[config.mk]
export PLATFORM = sky130hd
export DESIGN_NAME = serial_adder_ctrl
export DESIGN_NICKNAME = d
export VERILOG_FILES = /design/src/rtl/serial_adder_ctrl.sv
export SDC_FILE = /design/constraint.sdc
export NUM_CORES = 1
export LEC_CHECK = 0
export BUFFER_PORTS_ARGS = -buffer_cell sky130_fd_sc_hd__buf_2
export CORE_UTILIZATION = 45
export DETAILED_ROUTE_END_ITERATION = 7
export PLACE_DENSITY = 0.67
export SLEW_MARGIN = 40
export SYNTH_ARGS = -nofsm -noshare
export SYNTH_HDL_FRONTEND = slang
export SYNTH_SLANG_ARGS = --single-unit
[constraint.sdc]
create_clock -name clk -period 1.5 [get_ports clk]
set_input_delay 0.075 -clock clk [delete_from_list [all_inputs] [get_ports clk]]
set_output_delay 0.075 -clock clk [all_outputs]
set_load 0.05 [all_outputs]
[src/rtl/serial_adder_ctrl.sv]
// Bit-serial adder controller: one shared full_adder, one operand bit per clock, LSB first.
// Optional subtract path is enabled by defining SERIAL_ADDER_SUB_EN.

module full_adder (
  input  logic a,
  input  logic b,
  input  logic c_in,
  output logic s,
  output logic c_out
);
  assign s     = a ^ b ^ c_in;
  assign c_out = (a & b) | (c_in & (a ^ b));
endmodule

module serial_adder_ctrl #(
  parameter int WIDTH = 8
) (
  input  logic             clk,
  input  logic             rst,
  input  logic             start_valid,
  output logic             start_ready,
  input  logic [WIDTH-1:0] op_a,
  input  logic [WIDTH-1:0] op_b,
  input  logic             sub,
  output logic             res_valid,
  input  logic             res_ready,
  output logic [WIDTH-1:0] sum,
  output logic             carry_out,
  output logic             busy
);

  localparam int CW = $clog2(WIDTH);

  typedef enum logic [1:0] {
    IDLE = 2'd0,
    RUN  = 2'd1,
    DONE = 2'd2
  } state_t;

  state_t           r_state;
  logic [WIDTH-1:0] r_a_sr;
  logic [WIDTH-1:0] r_b_sr;
  logic [WIDTH-1:0] r_sum_sr;
  logic             r_carry;
  logic [CW-1:0]    r_cnt;
  logic             r_start_ready;
  logic             r_res_valid;
  logic             r_busy;
  logic [WIDTH-1:0] r_sum;
  logic             r_carry_out;

  logic             w_s;
  logic             w_c_out;
  logic [WIDTH-1:0] w_sum_next;

  full_adder u_fa (
    .a     (r_a_sr[0]),
    .b     (r_b_sr[0]),
    .c_in  (r_carry),
    .s     (w_s),
    .c_out (w_c_out)
  );

  assign w_sum_next = {w_s, r_sum_sr[WIDTH-1:1]};

`ifndef SERIAL_ADDER_SUB_EN
  logic w_unused_sub;
  assign w_unused_sub = sub;
`endif

  always_ff @(posedge clk or posedge rst) begin
    if (rst) begin
      r_state       <= IDLE;
      r_a_sr        <= '0;
      r_b_sr        <= '0;
      r_sum_sr      <= '0;
      r_carry       <= 1'b0;
      r_cnt         <= '0;
      r_start_ready <= 1'b1;
      r_res_valid   <= 1'b0;
      r_busy        <= 1'b0;
      r_sum         <= '0;
      r_carry_out   <= 1'b0;
    end else begin
      case (r_state)
        IDLE: begin
          if (start_valid) begin
            r_a_sr        <= op_a;
`ifdef SERIAL_ADDER_SUB_EN
            // Subtraction as A + ~B + 1: invert B and preset the carry.
            r_b_sr        <= sub ? ~op_b : op_b;
            r_carry       <= sub;
`else
            r_b_sr        <= op_b;
            r_carry       <= 1'b0;
`endif
            r_cnt         <= '0;
            r_state       <= RUN;
            r_start_ready <= 1'b0;
            r_busy        <= 1'b1;
          end
        end
        RUN: begin
          r_a_sr   <= r_a_sr >> 1;
          r_b_sr   <= r_b_sr >> 1;
          r_sum_sr <= w_sum_next;
          r_carry  <= w_c_out;
          r_cnt    <= r_cnt + 1'b1;
          // Result registers only move on the edge that enters DONE.
          if (r_cnt == CW'(WIDTH - 1)) begin
            r_state     <= DONE;
            r_res_valid <= 1'b1;
            r_sum       <= w_sum_next;
            r_carry_out <= w_c_out;
          end
        end
        DONE: begin
          if (res_ready) begin
            r_state       <= IDLE;
            r_res_valid   <= 1'b0;
            r_busy        <= 1'b0;
            r_start_ready <= 1'b1;
          end
        end
        default: begin
          r_state       <= IDLE;
          r_res_valid   <= 1'b0;
          r_busy        <= 1'b0;
          r_start_ready <= 1'b1;
        end
      endcase
    end
  end

  assign start_ready = r_start_ready;
  assign res_valid   = r_res_valid;
  assign busy        = r_busy;
  assign sum         = r_sum;
  assign carry_out   = r_carry_out;

endmodule

==> metrics.md, run 1 <==
| Metric | Value |
|---|---|
| Initial DRT Pass Iterations | 4 |
| Chip Height | 65.6 um |
| GRT met1 Usage | 21.7% |
| Clk sinks | 41 |
| Synth Instances | 160 |
| Critical Path Source Type | flop |
| Max rail drop VDD | 1.21 mV |
| Post-Syn Area | 1820 um2 |
| # nets final | 223 |
| Drt drc | 0 |
| WL per Instance | 13.8 um |
| Diode count | 0 |
| DR iter-0 viols | 62 |
| P_leak | 1.07 nW |
| TritonCTS clock tree | built |
| MaxCap Viol Count | 0 |
| Worst-path clk slew | 0.08 ns |
| Total grt overflow | 0 |
| Met3 Use GR | 5.90% |
| Met2 Use GR | 30.7% |
| Post-DRT Antenna Nets | 0 |
| Fin. max-slew vios | 0 |
| Die X | 65.6 um |
| Die area | 4300 um2 |
| Layer carrying the most global-route usage | met2 |
| Yosys cell types | 27 |
| Achievable Freq | 0.698 GHz |
| Max stage delay on crit path | 0.40 ns |
| Gp weighted congestion | 0.755 |
| CTS Buf Count | 5 |
| Worst path cell trace | ha_1 > ha_2 > nand2_2 > mux2_1 |
| CP max stage cell | dfrtp_1 |
| Status | finished, final reports clean |
| CTS Root Cell | clkbuf_8 |
| Worst Setup Path Type | reg2reg |
| Worst setup EP type | flop |
| Crit path required time | 1.68 ns |
| Sequential fraction of the synthesis area | 56.5% |
| Final Hold Viols | 0 |
| Worst slew pin tran | 0.503 ns |
| Dpl hpwl | 2260 um |
| Ys flop type | dfrtp_1 |
| Clock Tree Buf Depth | 2 |
| Core ar. | 3770 um2 |
| Clock Latency Late Sink | 0.30 ns |
| Crit-path max FO | 5 |
| Arr. time, crit path | 1.62 ns |
| Layout cell share with drive strength beyond 1 | 32.5% |
| Vias per cell | 5.22 |
| Initial Util | 48.2% |
| Skew final | 0.00782 ns |
| Ys Warns | 0 |
| Vias | 1,294 |
| Synth area leader | dfrtp_1 |
| Pwr Density | 2330 nW/um2 |
| Global router's overall resource usage | 18.2% |
| Period utilisation layout | 95.6% |
| Pin count of the biggest net entering global routing | 42 |
| RSZ-0062 raised after global routing | false |
| Final WL | 3420 um |
| Most common cell after layout, fill and taps aside | dfrtp_1 |
| Dpl cells | 237 |
| Post-Syn Nets | 184 |
| Final Setup Violations | 0 |
| Synth-to-layout area growth | 20.0% |
| Synth async-reset ratio | 100% |
| Io pins | 33 |
| Layout Cells excl Fill | 248 |
| Area contributors post-synth | dfrtp_1 55%, mux2_1 5.6%, nand2_1 5.6% |
| Relative slew slack | 66.5% |
| Seq cells post-synth | 41 |
| EDFF count, synth | 0 |
| H-tree depth | 2 |
| Vias in the first global route | 1,295 |
| Syn Area/Cell | 11.4 um2 |
| Finished Core Util | 57.9% |
| I/O Buffers | 31 |
| Top-area cell type share of the netlist area | 55.1% |
| First-pass GRT wire length | 5820 um |
| Tmin final | 1.43 ns |
| Initial antenna violation count | 0 |
| # rows | 22 |
| Hold Path Class | in2reg |
| Most frequent cells in the layout | 40 x dfrtp_1, 31 x buf_2, 27 x nand2_1 |
state kept, by name, summed over array words and instances, names as in the netlist:
| register | count |
|---|---|
| r_state | 2 |
| res_valid | 1 |
| busy | 1 |
| r_sum_sr | 7 |
| r_cnt | 3 |
| r_carry | 1 |
| carry_out | 1 |
| start_ready | 1 |
| sum | 8 |
| r_b_sr | 8 |
| r_a_sr | 8 |
kinds of logic after synthesis:
kind of cell / Yosys count / synth area share, %
simple gates: 53 / 14.3
fa+ha+maj: 3 / 2.48
mux: 9 / 5.57
compound gates: 35 / 15.3
buf+inv: 19 / 5.78
flops: 41 / 56.5
layout make-up:
type                            instances  area [um2]
Multi-Input combinational cell        101         704
Fill cell                             319        1590
Timing Repair Buffer                   42         240
Clock inverter                          2        37.5
Clock buffer                            6        82.6
Tap cell                               48        60.1
Inverter                                8        30.0
Sequential cell                        41        1030
power breakdown:
part           internal [mW]  total (mW)  switching (mW)
clock                  0.541       0.925           0.384
sequential              1.63        1.95           0.311
combinational          0.858        2.22            1.36
Yosys cell counts, types with 2 or more instances:
cell type and count:
dfrtp_1 40, nand2_1 27, mux2_1 9, inv_1 8
nand3b_1 8, nor2_1 8, o221a_2 8, a32oi_1 6
buf_2 6, o21a_1 6, o21ai_0 6, a21oi_1 4
a22o_1 3, buf_6 3, nand2b_1 3, nor2_2 3
ha_1 2
worst max-delay path: cells and delay by family, from the launching register on:
family        cells  cell delay [ns]
fa+ha+maj         2             0.43
simple gates      1             0.15
flops             1             0.40
mux               1             0.34
layer usage:
layer	vias up	wire length (um)
li1	631	-
met1	631	1570
met2	29	1660
met3	3	149
met4	0	42
met5	-	0
worst paths after layout:
check | startpoint | endpoint | slack, ns | cells after the start
setup / recovery | r_cnt[0] | sum[7] | 0.07 | 4
hold / removal | op_a[7] | r_a_sr[7] | 0.02 | 3
setup reg to reg | r_cnt[0] | sum[7] | 0.07 | 4
hold reg to reg | r_sum_sr[1] | r_sum_sr[1] | 0.47 | 2
max in group asynchronous | rst | start_ready | 0.69 | 4
min in group asynchronous | rst | r_sum_sr[6] | 0.44 | 4
per-stage QoR:
stage          worst slack [ns]  power [mW]  hold slack, ns  setup TNS [ns]  cell area (um2)
2_1_floorplan             0.120        3.67           0.211               0             1820
3_3_place_gp             0.0191        4.06           0.214               0             2030
3_5_place_dp            -0.0290        4.15           0.231          -0.136             2030
4_1_cts                  0.0173        5.10          0.0153               0             2160
5_1_grt                  0.0143        5.45          0.0237               0             2180
6_report                 0.0667        5.09          0.0229               0             2180
what timing repair did:
item | 4_1_cts | 5_1_grt
hold buffers | 1 | 0
gates resized for setup | 1 | 2
cloned | 0 | 1
buffers inserted | 0 | 1
hold endpoints to repair | 40 | 0
setup endpoints to repair | 9 | 17
(Power assumes the default switching activity.)
==> inputs of run 2 (changes only) <==
- CAP_MARGIN: default -> 20
- CORE_UTILIZATION: 45 -> 44
- PLACE_DENSITY: 0.67 -> 0.65
==> run 2 against run 1 <==
  * Register-to-register slack improved by 0.02 ns
  * Sequential power about the same
  * Routed wire length grew 1.6%
  * Global-route usage down 0.12 points
  * Clock skew rose by 0.0012 ns
  * Final cell count is 0.40% higher
  * Maximum frequency is 1.8% higher
  * Via count fell by 0.23%
  * Setup slack improved by 0.025 ns
  * Combinational power hardly changed
  * Core utilization shrank 2.9 points
  * Sequential share of layout area unchanged
  * Largest power group unchanged
==> metrics.md, run 2 (same netlist as run 1, synthesis figures left out) <==
| Metric | Value |
|---|---|
| Dpl hpwl | 2390 um (was 2260 um) |
| Layout cell share with drive strength beyond 1 | 32.2% (was 32.5%) |
| FF-to-FF End | sum[7] (unchanged) |
| Worst slew pin tran | 0.508 ns (was 0.503 ns) |
| Final Hold Viols | 0 (unchanged) |
| Chip Height | 66.3 um (was 65.6 um) |
| Io pins | 33 (unchanged) |
| Combinational fraction of design power | 43.6% (about the same) |
| Worst Setup Path Type | reg2reg (unchanged) |
| Sequential power share | 38.3% (was 38.2%) |
| Drt drc | 0 (unchanged) |
| Setup TNS | 0 ns (unchanged) |
| Diode count | 0 (unchanged) |
| MaxCap Viol Count | 0 (unchanged) |
| Sw frac | 40.4% (about the same) |
| Critical Path Source Type | flop (unchanged) |
| Synth-to-layout area growth | 20.0% (unchanged) |
| Most common cell after layout, fill and taps aside | dfrtp_1 (unchanged) |
| Core ar. | 3970 um2 (was 3770 um2) |
| CTS Root Cell | clkbuf_8 (unchanged) |
| First-pass GRT wire length | 5820 um (unchanged) |
| Finished Core Util | 54.9% (was 57.9%) |
| CP max stage cell | dfrtp_1 (unchanged) |
| Gp weighted congestion | 0.705 (was 0.755) |
| Skew final | 0.00906 ns (was 0.00782 ns) |
| DR iter-0 viols | 65 (was 62) |
| P_int | 3.04 mW (was 3.03 mW) |
| # nets final | 222 (was 223) |
| P_leak | 1.07 nW (about the same) |
| CTS Buf Count | 5 (unchanged) |
| Achievable Freq | 0.710 GHz (was 0.698 GHz) |
| Die area | 4390 um2 (was 4300 um2) |
| Initial Util | 45.8% (was 48.2%) |
| Max rail drop VDD | 1.08 mV (was 1.21 mV) |
| Hold Path Class | in2reg (unchanged) |
| Hold_sp | op_b[7] (was op_a[7]) |
| Vias per cell | 5.18 (was 5.22) |
| RSZ-0062 raised after global routing | false (unchanged) |
| Vias in the first global route | 1,312 (was 1,295) |
| I/O Buffers | 31 (unchanged) |
| Relative slew slack | 66.2% (was 66.5%) |
| Worst hold stages | 3 (unchanged) |
| Pwr Density | 2330 nW/um2 (about the same) |
| Worst r2r src | r_cnt[0] (unchanged) |
| Flop2flop setup slack | 0.09 ns (was 0.07 ns) |
| Fin. max-slew vios | 0 (unchanged) |
| Reg2Reg Depth | 4 (unchanged) |
| Clock Latency Late Sink | 0.29 ns (was 0.30 ns) |
| Period utilisation layout | 93.9% (was 95.6%) |
| Switching Power | 2.05 mW (was 2.06 mW) |
| WL per Instance | 13.9 um (was 13.8 um) |
| Max stage delay on crit path | 0.40 ns (about the same) |
| Crit-path max FO | 5 (unchanged) |
| Arr. time, crit path | 1.58 ns (was 1.62 ns) |
| Clock share of power | 18.1% (was 18.2%) |
| Clock Tree Buf Depth | 2 (unchanged) |
| Pin count of the biggest net entering global routing | 42 (unchanged) |
| Worst-path clk slew | 0.08 ns (about the same) |
| Total grt overflow | 0 (unchanged) |
| Global router's overall resource usage | 18.1% (was 18.2%) |
| Initial DRT Pass Iterations | 4 (unchanged) |
| Crit path required time | 1.67 ns (was 1.68 ns) |
| # rows | 23 (was 22) |
| Die X | 66.3 um (was 65.6 um) |
| Final Setup Violations | 0 (unchanged) |
| TritonCTS clock tree | built (unchanged) |
| Worst setup EP type | flop (unchanged) |
| H-tree depth | 2 (unchanged) |
| Tmin final | 1.41 ns (was 1.43 ns) |
| Worst path cell trace | ha_1 > ha_2 > nand2_4 > mux2_1 (was ha_1 > ha_2 > nand2_2 > mux2_1) |
| Worst Hold Path EP | r_b_sr[7] (was r_a_sr[7]) |
| Vias | 1,291 (was 1,294) |
| Clk sinks | 41 (unchanged) |
| Initial antenna violation count | 0 (unchanged) |
| Most frequent cells in the layout | 40 x dfrtp_1, 31 x buf_2, 27 x nand2_1 (unchanged) |
| Post-DRT Antenna Nets | 0 (unchanged) |
| Final WL | 3470 um (was 3420 um) |
| Status | finished, final reports clean (unchanged) |
-- run 2: per-layer routing --
layer / vias to the layer above / track usage, % / wire (um)
met1: 632 / 23.2 / 1650
met3: 4 / 6.03 / 164
met5: - / 0 / 0
met2: 27 / 28.4 / 1620
met4: 0 / 6.38 / 34
li1: 628 / - / -
-- run 2: metrics by stage --
step / cells / hold WS, ns / power [mW] / worst slack, ns / instance area (um2)
6_report: 249 / 0.0203 / 5.09 / 0.0916 / 2180
5_1_grt: 249 / 0.0316 / 5.46 / 0.0348 / 2180
4_1_cts: 248 / 0.0175 / 5.10 / 0.0150 / 2160
3_5_place_dp: 239 / 0.231 / 4.17 / -0.0317 / 2030
3_3_place_gp: 239 / 0.215 / 4.06 / 0.0408 / 2030
2_1_floorplan: 160 / 0.211 / 3.67 / 0.120 / 1820
-- run 2: how the worst max path moves through the flow --
stage	startpoint	to	slack (ns)	cells after the start
global placement	r_state[1]	r_a_sr[6]	0.04	3
finish	r_cnt[0]	sum[7]	0.09	4
floorplan	r_cnt[0]	carry_out	0.12	4
CTS	r_cnt[0]	sum[7]	0.02	4
global route	r_cnt[0]	sum[0]	0.03	4
detailed placement	r_cnt[0]	carry_out	-0.03	4
-- run 2: what timing repair did --
action | 4_1_cts | 5_1_grt
gates resized for setup | 1 | 3
endpoints found under the setup margin | 9 | 17
hold endpoints to repair | 40 | 0
setup buffers | 0 | 0
cloned | 0 | 1
hold buffers | 1 | 0
-- run 2: cell type report --
class,count,area (um2)
fill,358,1790
sequential,41,1030
multi-input combinational,101,709
timing repair buffer,41,233
clock buffer,6,82.6
tap,50,62.6
clock inverter,2,37.5
inverter,8,30.0
-- run 2: power groups by stage --
stage	clock (mW)	combinational (mW)	sequential, mW
3_3_place_gp	0	2.13	1.93
3_5_place_dp	0	2.20	1.97
2_1_floorplan	0	1.24	2.43
5_1_grt	0.992	2.45	2.02
4_1_cts	0.946	2.21	1.95
6_report	0.921	2.22	1.95
-- run 2: worst max-delay path, delay by kind of cell, from the launching register on --
family        cells  cell delay (ns)
mux               1             0.34
fa+ha+maj         2             0.44
flops             1             0.40
simple gates      1             0.12
